$ cat src/rtl/br_update_queue_pkg.sv
// Shared widths, queue depth default and the buffered-entry layout for the
// branch predictor update queue.
package br_update_queue_pkg;

    localparam int RV32_PC_WIDTH = 32;
    localparam int GSH_GHR_WIDTH = 8;
    localparam int BRQ_DEPTH     = 4;

    typedef struct packed {
        logic [RV32_PC_WIDTH-1:0] pc;
        logic [GSH_GHR_WIDTH-1:0] ghr;
        logic [RV32_PC_WIDTH-1:0] jmpaddr;
        logic                     jmpcond;
    } brq_entry_t;

endpackage

$ cat src/rtl/br_update_queue_if.sv
// Commit-side and predictor-update-side signals of the branch update queue.
//
// Handshake: o_com_rdy comes from registered state only. A commit pair is
// taken at a rising edge when i_com_vld_1 && o_com_rdy; slot 2 rides along
// only if i_com_vld_2 is also set. While o_com_rdy is low the producer holds
// its inputs. o_upd_vld is a one-cycle strobe with no back-pressure.
interface br_update_queue_if;
    import br_update_queue_pkg::*;

    logic                     i_com_vld_1;
    logic                     i_com_vld_2;
    logic [RV32_PC_WIDTH-1:0] i_com_pc_1;
    logic [RV32_PC_WIDTH-1:0] i_com_pc_2;
    logic [GSH_GHR_WIDTH-1:0] i_com_ghr_1;
    logic [GSH_GHR_WIDTH-1:0] i_com_ghr_2;
    logic [RV32_PC_WIDTH-1:0] i_com_jmpaddr_1;
    logic [RV32_PC_WIDTH-1:0] i_com_jmpaddr_2;
    logic                     i_com_jmpcond_1;
    logic                     i_com_jmpcond_2;
    logic                     o_com_rdy;
    logic                     o_upd_vld;
    logic [RV32_PC_WIDTH-1:0] o_upd_pc;
    logic [GSH_GHR_WIDTH-1:0] o_upd_ghr;
    logic [RV32_PC_WIDTH-1:0] o_upd_jmpaddr;
    logic                     o_upd_jmpcond;
    logic                     o_empty;

    modport master (
        output i_com_vld_1, i_com_vld_2, i_com_pc_1, i_com_pc_2,
               i_com_ghr_1, i_com_ghr_2, i_com_jmpaddr_1, i_com_jmpaddr_2,
               i_com_jmpcond_1, i_com_jmpcond_2,
        input  o_com_rdy, o_upd_vld, o_upd_pc, o_upd_ghr, o_upd_jmpaddr,
               o_upd_jmpcond, o_empty
    );

    modport slave (
        input  i_com_vld_1, i_com_vld_2, i_com_pc_1, i_com_pc_2,
               i_com_ghr_1, i_com_ghr_2, i_com_jmpaddr_1, i_com_jmpaddr_2,
               i_com_jmpcond_1, i_com_jmpcond_2,
        output o_com_rdy, o_upd_vld, o_upd_pc, o_upd_ghr, o_upd_jmpaddr,
               o_upd_jmpcond, o_empty
    );

endinterface

$ cat src/rtl/br_update_queue.sv
// Serialises up to two committed branches per cycle onto the predictor's
// single update port, oldest first, through a small circular buffer.
module br_update_queue
    import br_update_queue_pkg::*;
#(
    parameter int DEPTH = BRQ_DEPTH
) (
    input  logic              clk,
    input  logic              rst_n,
    br_update_queue_if.slave  bus
);

    localparam int PTR_W = (DEPTH > 1) ? $clog2(DEPTH) : 1;
    localparam int CNT_W = $clog2(DEPTH + 1);

    logic [PTR_W-1:0] wr_ptr_q, wr_ptr_d;
    logic [PTR_W-1:0] rd_ptr_q, rd_ptr_d;
    logic [PTR_W-1:0] wr_ptr_p1;
    logic [CNT_W-1:0] count_q, count_d;
    brq_entry_t       mem_q [DEPTH];
    brq_entry_t       mem_d [DEPTH];
    brq_entry_t       upd_q, upd_d;
    logic             upd_vld_q, upd_vld_d;
    logic             com_rdy;
    logic             enq_1;
    logic             enq_2;
    logic             pop;
    brq_entry_t       slot_1;
    brq_entry_t       slot_2;

    // Ready needs room for a full pair, so a single-slot gap never admits a pair.
    always_comb begin
        com_rdy   = (count_q <= CNT_W'(DEPTH - 2));
        enq_1     = com_rdy & bus.i_com_vld_1;
        enq_2     = enq_1 & bus.i_com_vld_2;
        pop       = (count_q != '0);
        wr_ptr_p1 = wr_ptr_q + PTR_W'(1);
        slot_1    = '{pc: bus.i_com_pc_1, ghr: bus.i_com_ghr_1,
                      jmpaddr: bus.i_com_jmpaddr_1, jmpcond: bus.i_com_jmpcond_1};
        slot_2    = '{pc: bus.i_com_pc_2, ghr: bus.i_com_ghr_2,
                      jmpaddr: bus.i_com_jmpaddr_2, jmpcond: bus.i_com_jmpcond_2};
    end

    always_comb begin
        count_d  = count_q + CNT_W'(enq_1) + CNT_W'(enq_2) - CNT_W'(pop);
        wr_ptr_d = wr_ptr_q + PTR_W'(enq_1) + PTR_W'(enq_2);
        rd_ptr_d = rd_ptr_q + PTR_W'(pop);
    end

    always_comb begin
        for (int i = 0; i < DEPTH; i++) begin
            mem_d[i] = mem_q[i];
        end
        if (enq_1) begin
            mem_d[wr_ptr_q] = slot_1;
        end
        if (enq_2) begin
            mem_d[wr_ptr_p1] = slot_2;
        end
    end

    // Payload holds its last value when nothing is popped.
    always_comb begin
        upd_vld_d = pop;
        upd_d     = pop ? mem_q[rd_ptr_q] : upd_q;
    end

    always_ff @(posedge clk or negedge rst_n) begin
        if (!rst_n) begin
            count_q   <= '0;
            wr_ptr_q  <= '0;
            rd_ptr_q  <= '0;
            upd_vld_q <= 1'b0;
            upd_q     <= '0;
        end else begin
            count_q   <= count_d;
            wr_ptr_q  <= wr_ptr_d;
            rd_ptr_q  <= rd_ptr_d;
            upd_vld_q <= upd_vld_d;
            upd_q     <= upd_d;
        end
    end

    always_ff @(posedge clk) begin
        mem_q <= mem_d;
    end

    assign bus.o_com_rdy     = com_rdy;
    assign bus.o_upd_vld     = upd_vld_q;
    assign bus.o_upd_pc      = upd_q.pc;
    assign bus.o_upd_ghr     = upd_q.ghr;
    assign bus.o_upd_jmpaddr = upd_q.jmpaddr;
    assign bus.o_upd_jmpcond = upd_q.jmpcond;
    assign bus.o_empty       = (count_q == '0) && !upd_vld_q;

endmodule

$ cat src/flat_wrapper.sv
// flat-port wrapper written by rule: the top's interface ports become plain ports
module br_update_queue_flat import br_update_queue_pkg::*;
#(
    parameter int DEPTH = BRQ_DEPTH
)
  (clk, rst_n, bus_i_com_vld_1, bus_i_com_vld_2, bus_i_com_pc_1, bus_i_com_pc_2, bus_i_com_ghr_1, bus_i_com_ghr_2, bus_i_com_jmpaddr_1, bus_i_com_jmpaddr_2, bus_i_com_jmpcond_1, bus_i_com_jmpcond_2, bus_o_com_rdy, bus_o_upd_vld, bus_o_upd_pc, bus_o_upd_ghr, bus_o_upd_jmpaddr, bus_o_upd_jmpcond, bus_o_empty);
  br_update_queue_if bus_i ();
  input  logic clk;
  input  logic rst_n;
  input wire logic [$bits(bus_i.i_com_vld_1)-1:0] bus_i_com_vld_1;
  input wire logic [$bits(bus_i.i_com_vld_2)-1:0] bus_i_com_vld_2;
  input wire logic [$bits(bus_i.i_com_pc_1)-1:0] bus_i_com_pc_1;
  input wire logic [$bits(bus_i.i_com_pc_2)-1:0] bus_i_com_pc_2;
  input wire logic [$bits(bus_i.i_com_ghr_1)-1:0] bus_i_com_ghr_1;
  input wire logic [$bits(bus_i.i_com_ghr_2)-1:0] bus_i_com_ghr_2;
  input wire logic [$bits(bus_i.i_com_jmpaddr_1)-1:0] bus_i_com_jmpaddr_1;
  input wire logic [$bits(bus_i.i_com_jmpaddr_2)-1:0] bus_i_com_jmpaddr_2;
  input wire logic [$bits(bus_i.i_com_jmpcond_1)-1:0] bus_i_com_jmpcond_1;
  input wire logic [$bits(bus_i.i_com_jmpcond_2)-1:0] bus_i_com_jmpcond_2;
  output wire logic [$bits(bus_i.o_com_rdy)-1:0] bus_o_com_rdy;
  output wire logic [$bits(bus_i.o_upd_vld)-1:0] bus_o_upd_vld;
  output wire logic [$bits(bus_i.o_upd_pc)-1:0] bus_o_upd_pc;
  output wire logic [$bits(bus_i.o_upd_ghr)-1:0] bus_o_upd_ghr;
  output wire logic [$bits(bus_i.o_upd_jmpaddr)-1:0] bus_o_upd_jmpaddr;
  output wire logic [$bits(bus_i.o_upd_jmpcond)-1:0] bus_o_upd_jmpcond;
  output wire logic [$bits(bus_i.o_empty)-1:0] bus_o_empty;
  assign bus_i.i_com_vld_1 = bus_i_com_vld_1;
  assign bus_i.i_com_vld_2 = bus_i_com_vld_2;
  assign bus_i.i_com_pc_1 = bus_i_com_pc_1;
  assign bus_i.i_com_pc_2 = bus_i_com_pc_2;
  assign bus_i.i_com_ghr_1 = bus_i_com_ghr_1;
  assign bus_i.i_com_ghr_2 = bus_i_com_ghr_2;
  assign bus_i.i_com_jmpaddr_1 = bus_i_com_jmpaddr_1;
  assign bus_i.i_com_jmpaddr_2 = bus_i_com_jmpaddr_2;
  assign bus_i.i_com_jmpcond_1 = bus_i_com_jmpcond_1;
  assign bus_i.i_com_jmpcond_2 = bus_i_com_jmpcond_2;
  assign bus_o_com_rdy = bus_i.o_com_rdy;
  assign bus_o_upd_vld = bus_i.o_upd_vld;
  assign bus_o_upd_pc = bus_i.o_upd_pc;
  assign bus_o_upd_ghr = bus_i.o_upd_ghr;
  assign bus_o_upd_jmpaddr = bus_i.o_upd_jmpaddr;
  assign bus_o_upd_jmpcond = bus_i.o_upd_jmpcond;
  assign bus_o_empty = bus_i.o_empty;
  br_update_queue #(.DEPTH(DEPTH)) u_core (.clk(clk), .rst_n(rst_n), .bus(bus_i));
endmodule
$ cat config.mk
export PLATFORM = sky130hd
export DESIGN_NAME = br_update_queue_flat
export DESIGN_NICKNAME = d
export VERILOG_FILES = /design/src/rtl/br_update_queue_pkg.sv /design/src/rtl/br_update_queue_if.sv /design/src/rtl/br_update_queue.sv /design/src/flat_wrapper.sv
export SDC_FILE = /design/constraint.sdc
export NUM_CORES = 1
export LEC_CHECK = 0
export CAP_MARGIN = 20
export CORE_ASPECT_RATIO = 1.2
export CORE_MARGIN = 4
export CORE_UTILIZATION = 45
export CTS_CLUSTER_SIZE = 25
export DETAILED_ROUTE_END_ITERATION = 6
export MAX_ROUTING_LAYER = met4
export PLACE_DENSITY = 0.68
export SKIP_CTS_REPAIR_TIMING = 1
export SLEW_MARGIN = 25
export SYNTH_ARGS = -nofsm -noshare
export SYNTH_HDL_FRONTEND = slang
export SYNTH_SLANG_ARGS = --single-unit
$ cat constraint.sdc
create_clock -name clk -period 9 [get_ports clk]
set_input_delay 0.9 -clock clk [delete_from_list [all_inputs] [get_ports clk]]
set_output_delay 0.9 -clock clk [all_outputs]
set_load 0.01 [all_outputs]
==> flow_metrics.py <==
metrics = {
    "critical_path": {
        "r2r_cells": 7,
        "crit_type": "input port to register",
        "start_kind": "input port",
        "timing.rr.end": "u_core.mem_q[230]",
        "timing.critical_path.to": "u_core.mem_q[230]",
        "reg2reg_from": "u_core.count_q[1]",
        "cp-startpoint": "bus_i_com_vld_1",
        "cp.arrival_ps": 3780,
        "end_kind": "register",
        "r2r_setup_slack_ps": 5680,
        "crit_fanout": 67,
        "critPathRequiredTime_ps": 9370,
    },
    "routing": {
        "viasPerCell": 6.63,
        "dr.pass1.iters": 5,
        "vias": 12800,
        "routed_wirelength_mm": 50.3,
        "drc": 0,
        "routedWlPerCell_um": 26.1,
        "drtAntennaViolNets": 0,
        "drt-initial-drc-count": 1057,
    },
    "placed_design": {
        "dpl.cell_count": 1858,
        "postPlaceCellArea_mm2": 0.0187,
        "pre_cts_slack_ps": 5210,
        "io_buffer_count": 225,
        "gp_congestion": 0.778,
        "hpwl_mm": 27.5,
    },
    "global_routing": {
        "antenna_found_initial": 0,
        "grtUsageTotal_pct": 25.0,
        "grt_pass1_wl_mm": 77.3,
        "top_usage_layer": "met2",
        "grt_pass1_vias": 13000,
        "use_met2_pct": 39.5,
        "grtUsageMet1_pct": 33.4,
        "use_met3_pct": 4.10,
        "grt_start_max_net_pins": 162,
        "overflow": 0,
    },
    "sta": {
        "final_max_slew_viol_count": 0,
        "setup_viol": 0,
        "post-route-period-util_pct": 37.9,
        "clock_skew_ps": 14.7,
        "worst_pin_slew_ps": 1100,
        "fmax_mhz": 293,
        "slew_headroom_pct": 26.5,
        "fin_setup_tns_ps": 0,
        "fin_crit_ps": 3410,
        "finalHoldViolCount": 0,
        "final.setup.worst_slack_ps": 5590,
        "rsz0062_at_grt": "no",
    },
    "logic_synthesis": {
        "synth_top_area_share_pct": 35.6,
        "yosys.area.top_type": "dfxtp_1",
        "postSynthCellCount": 1291,
        "synthTopCellsByArea": "dfxtp_1, dfrtp_1, a2bb2oi_1, o22ai_1, mux4_2",
        "syn_area_mm2": 0.0164,
        "ys_seq_elements": 373,
        "ys_seq_area_share_pct": 48.0,
        "ys_types": 26,
        "ys_warn_count": 0,
        "synth_nets": 1447,
        "syn_area_per_cell_um2": 12.7,
    },
    "job": {
        "maxCapViolCount": 0,
    },
    "status": {
        "outcome": "finished, final reports clean",
    },
    "clocking": {
        "clock_sinks": 373,
        "clkLatencyLatePin_ps": 530,
        "clk_pin_slew_ps": 60,
        "htree_levels": 2,
        "cts_tree": "yes",
        "clk_path_buf_depth": 3,
        "root_buffer": "clkbuf_16",
        "numCtsBuffers": 39,
    },
    "pwr": {
        "power_density_mw_per_mm2": 446,
        "p_leak_nw": 7.43,
        "ir_drop_mv": 0.275,
    },
    "cells_and_area": {
        "drive_gt1_share_pct": 22.4,
        "final_net_count": 1588,
        "layout.cells.non_filler": 1928,
        "num_antenna_cells": 0,
        "fin_area_mm2": 0.0200,
        "syn_to_final_growth_pct": 21.9,
        "final_cell_mix": "o22ai_1, dfxtp_1, clkdlybuf4s50_1",
    },
    "die": {
        "start_util_pct": 45.7,
        "rows": 76,
        "dieArea_mm2": 0.0396,
        "ioPinCount": 226,
        "die_h_um": 217,
        "die_w_um": 182,
        "core_area_mm2": 0.0359,
    },
    "min_path": {
        "worstHoldPathType": "input port to asynchronous set/reset pin",
    },
}
[routing by layer]
metal	share of wire, %	vias up
met5	0	-
met4	1.9	0
met3	7.1	67
met2	48	611
met1	43	6534
li1	-	5578
[where the power goes]
part | internal (mW) | total (mW) | leakage, nW | switching (mW)
Clock | 0.989 | 1.65 | 0.647 | 0.658
Sequential | 2.58 | 3.17 | 3.37 | 0.588
Combinational | 2.25 | 4.10 | 3.42 | 1.86
Total | 5.82 | 8.92 | 7.43 | 3.10
[how the worst min path moves through the flow]
stage / start / end / slack, ps / cells after the start
6_report: rst_n / u_core.bus.o_upd_jmpaddr[18] / 330 / 1
4_1_cts: rst_n / u_core.bus.o_upd_jmpaddr[18] / 350 / 1
3_3_place_gp: u_core.mem_q[97] / u_core.mem_q[97] / 470 / 1
5_1_grt: rst_n / u_core.bus.o_upd_jmpaddr[21] / 370 / 1
3_5_place_dp: u_core.mem_q[268] / u_core.mem_q[268] / 480 / 1
2_1_floorplan: u_core.mem_q[100] / u_core.mem_q[100] / 470 / 1
[metrics by stage]
step / hold slack, ps / total power [mW] / utilization [%]
floorplan: 467 / 6.01 / -
global placement: 474 / 7.11 / 52.0
detailed placement: 477 / 7.23 / 52.0
CTS: 346 / 8.89 / 55.6
global route: 367 / 9.35 / 55.7
finish: 334 / 8.92 / 55.7
[critical path: stages]
cell	delay, ps
clkdlybuf4s50_1	490
clkinv_1	310
a21oi_4	320
buf_4	700
buf_4	780
a2bb2oi_1	160
[flip-flops by register name (all words and copies together) (netlist names)]
register / count
u_core.bus.o_upd_ghr: 8
u_core.bus.o_upd_jmpaddr: 32
u_core.bus.o_upd_jmpcond: 1
u_core.bus.o_upd_pc: 32
u_core.bus.o_upd_vld: 1
u_core.count_q: 3
u_core.mem_q: 292
u_core.rd_ptr_q: 2
u_core.wr_ptr_q: 2
[logic make-up (layout without fill, tap and decap cells)]
family	after synthesis	after routing	share of synthesized area, %
mux	146	146	15.0
buf+inv	161	330	5.29
compound gates	589	589	30.5
simple gates	13	13	0.465
xor+xnor	3	3	0.160
flops	373	373	48.0
fa+ha+maj	6	6	0.594
[layout make-up]
class / instances / area, um2
Clock buffer: 63 / 1230
Clock inverter: 6 / 80.1
Fill cell: 3013 / 15900
Inverter: 11 / 41.3
Multi-Input combinational cell: 757 / 7730
Sequential cell: 373 / 7880
Tap cell: 468 / 586
Timing Repair Buffer: 250 / 2470
[synth_stat cells, drive strengths merged]
master   instances
mux4            73
a21oi            1
xor2             1
or3b             2
nand3            2
clkinv           2
nor2             1
inv              9
dfxtp          292
o22ai          292
buf             68
a221oi           4
ha               3
dfrtp           81
mux2            73
nand3b           2
or2              1
fa               3
clkbuf          82
a2bb2oi        292
nand2            3
xnor2            2
nand2b           2
Power figures use the tool's default switching activity.
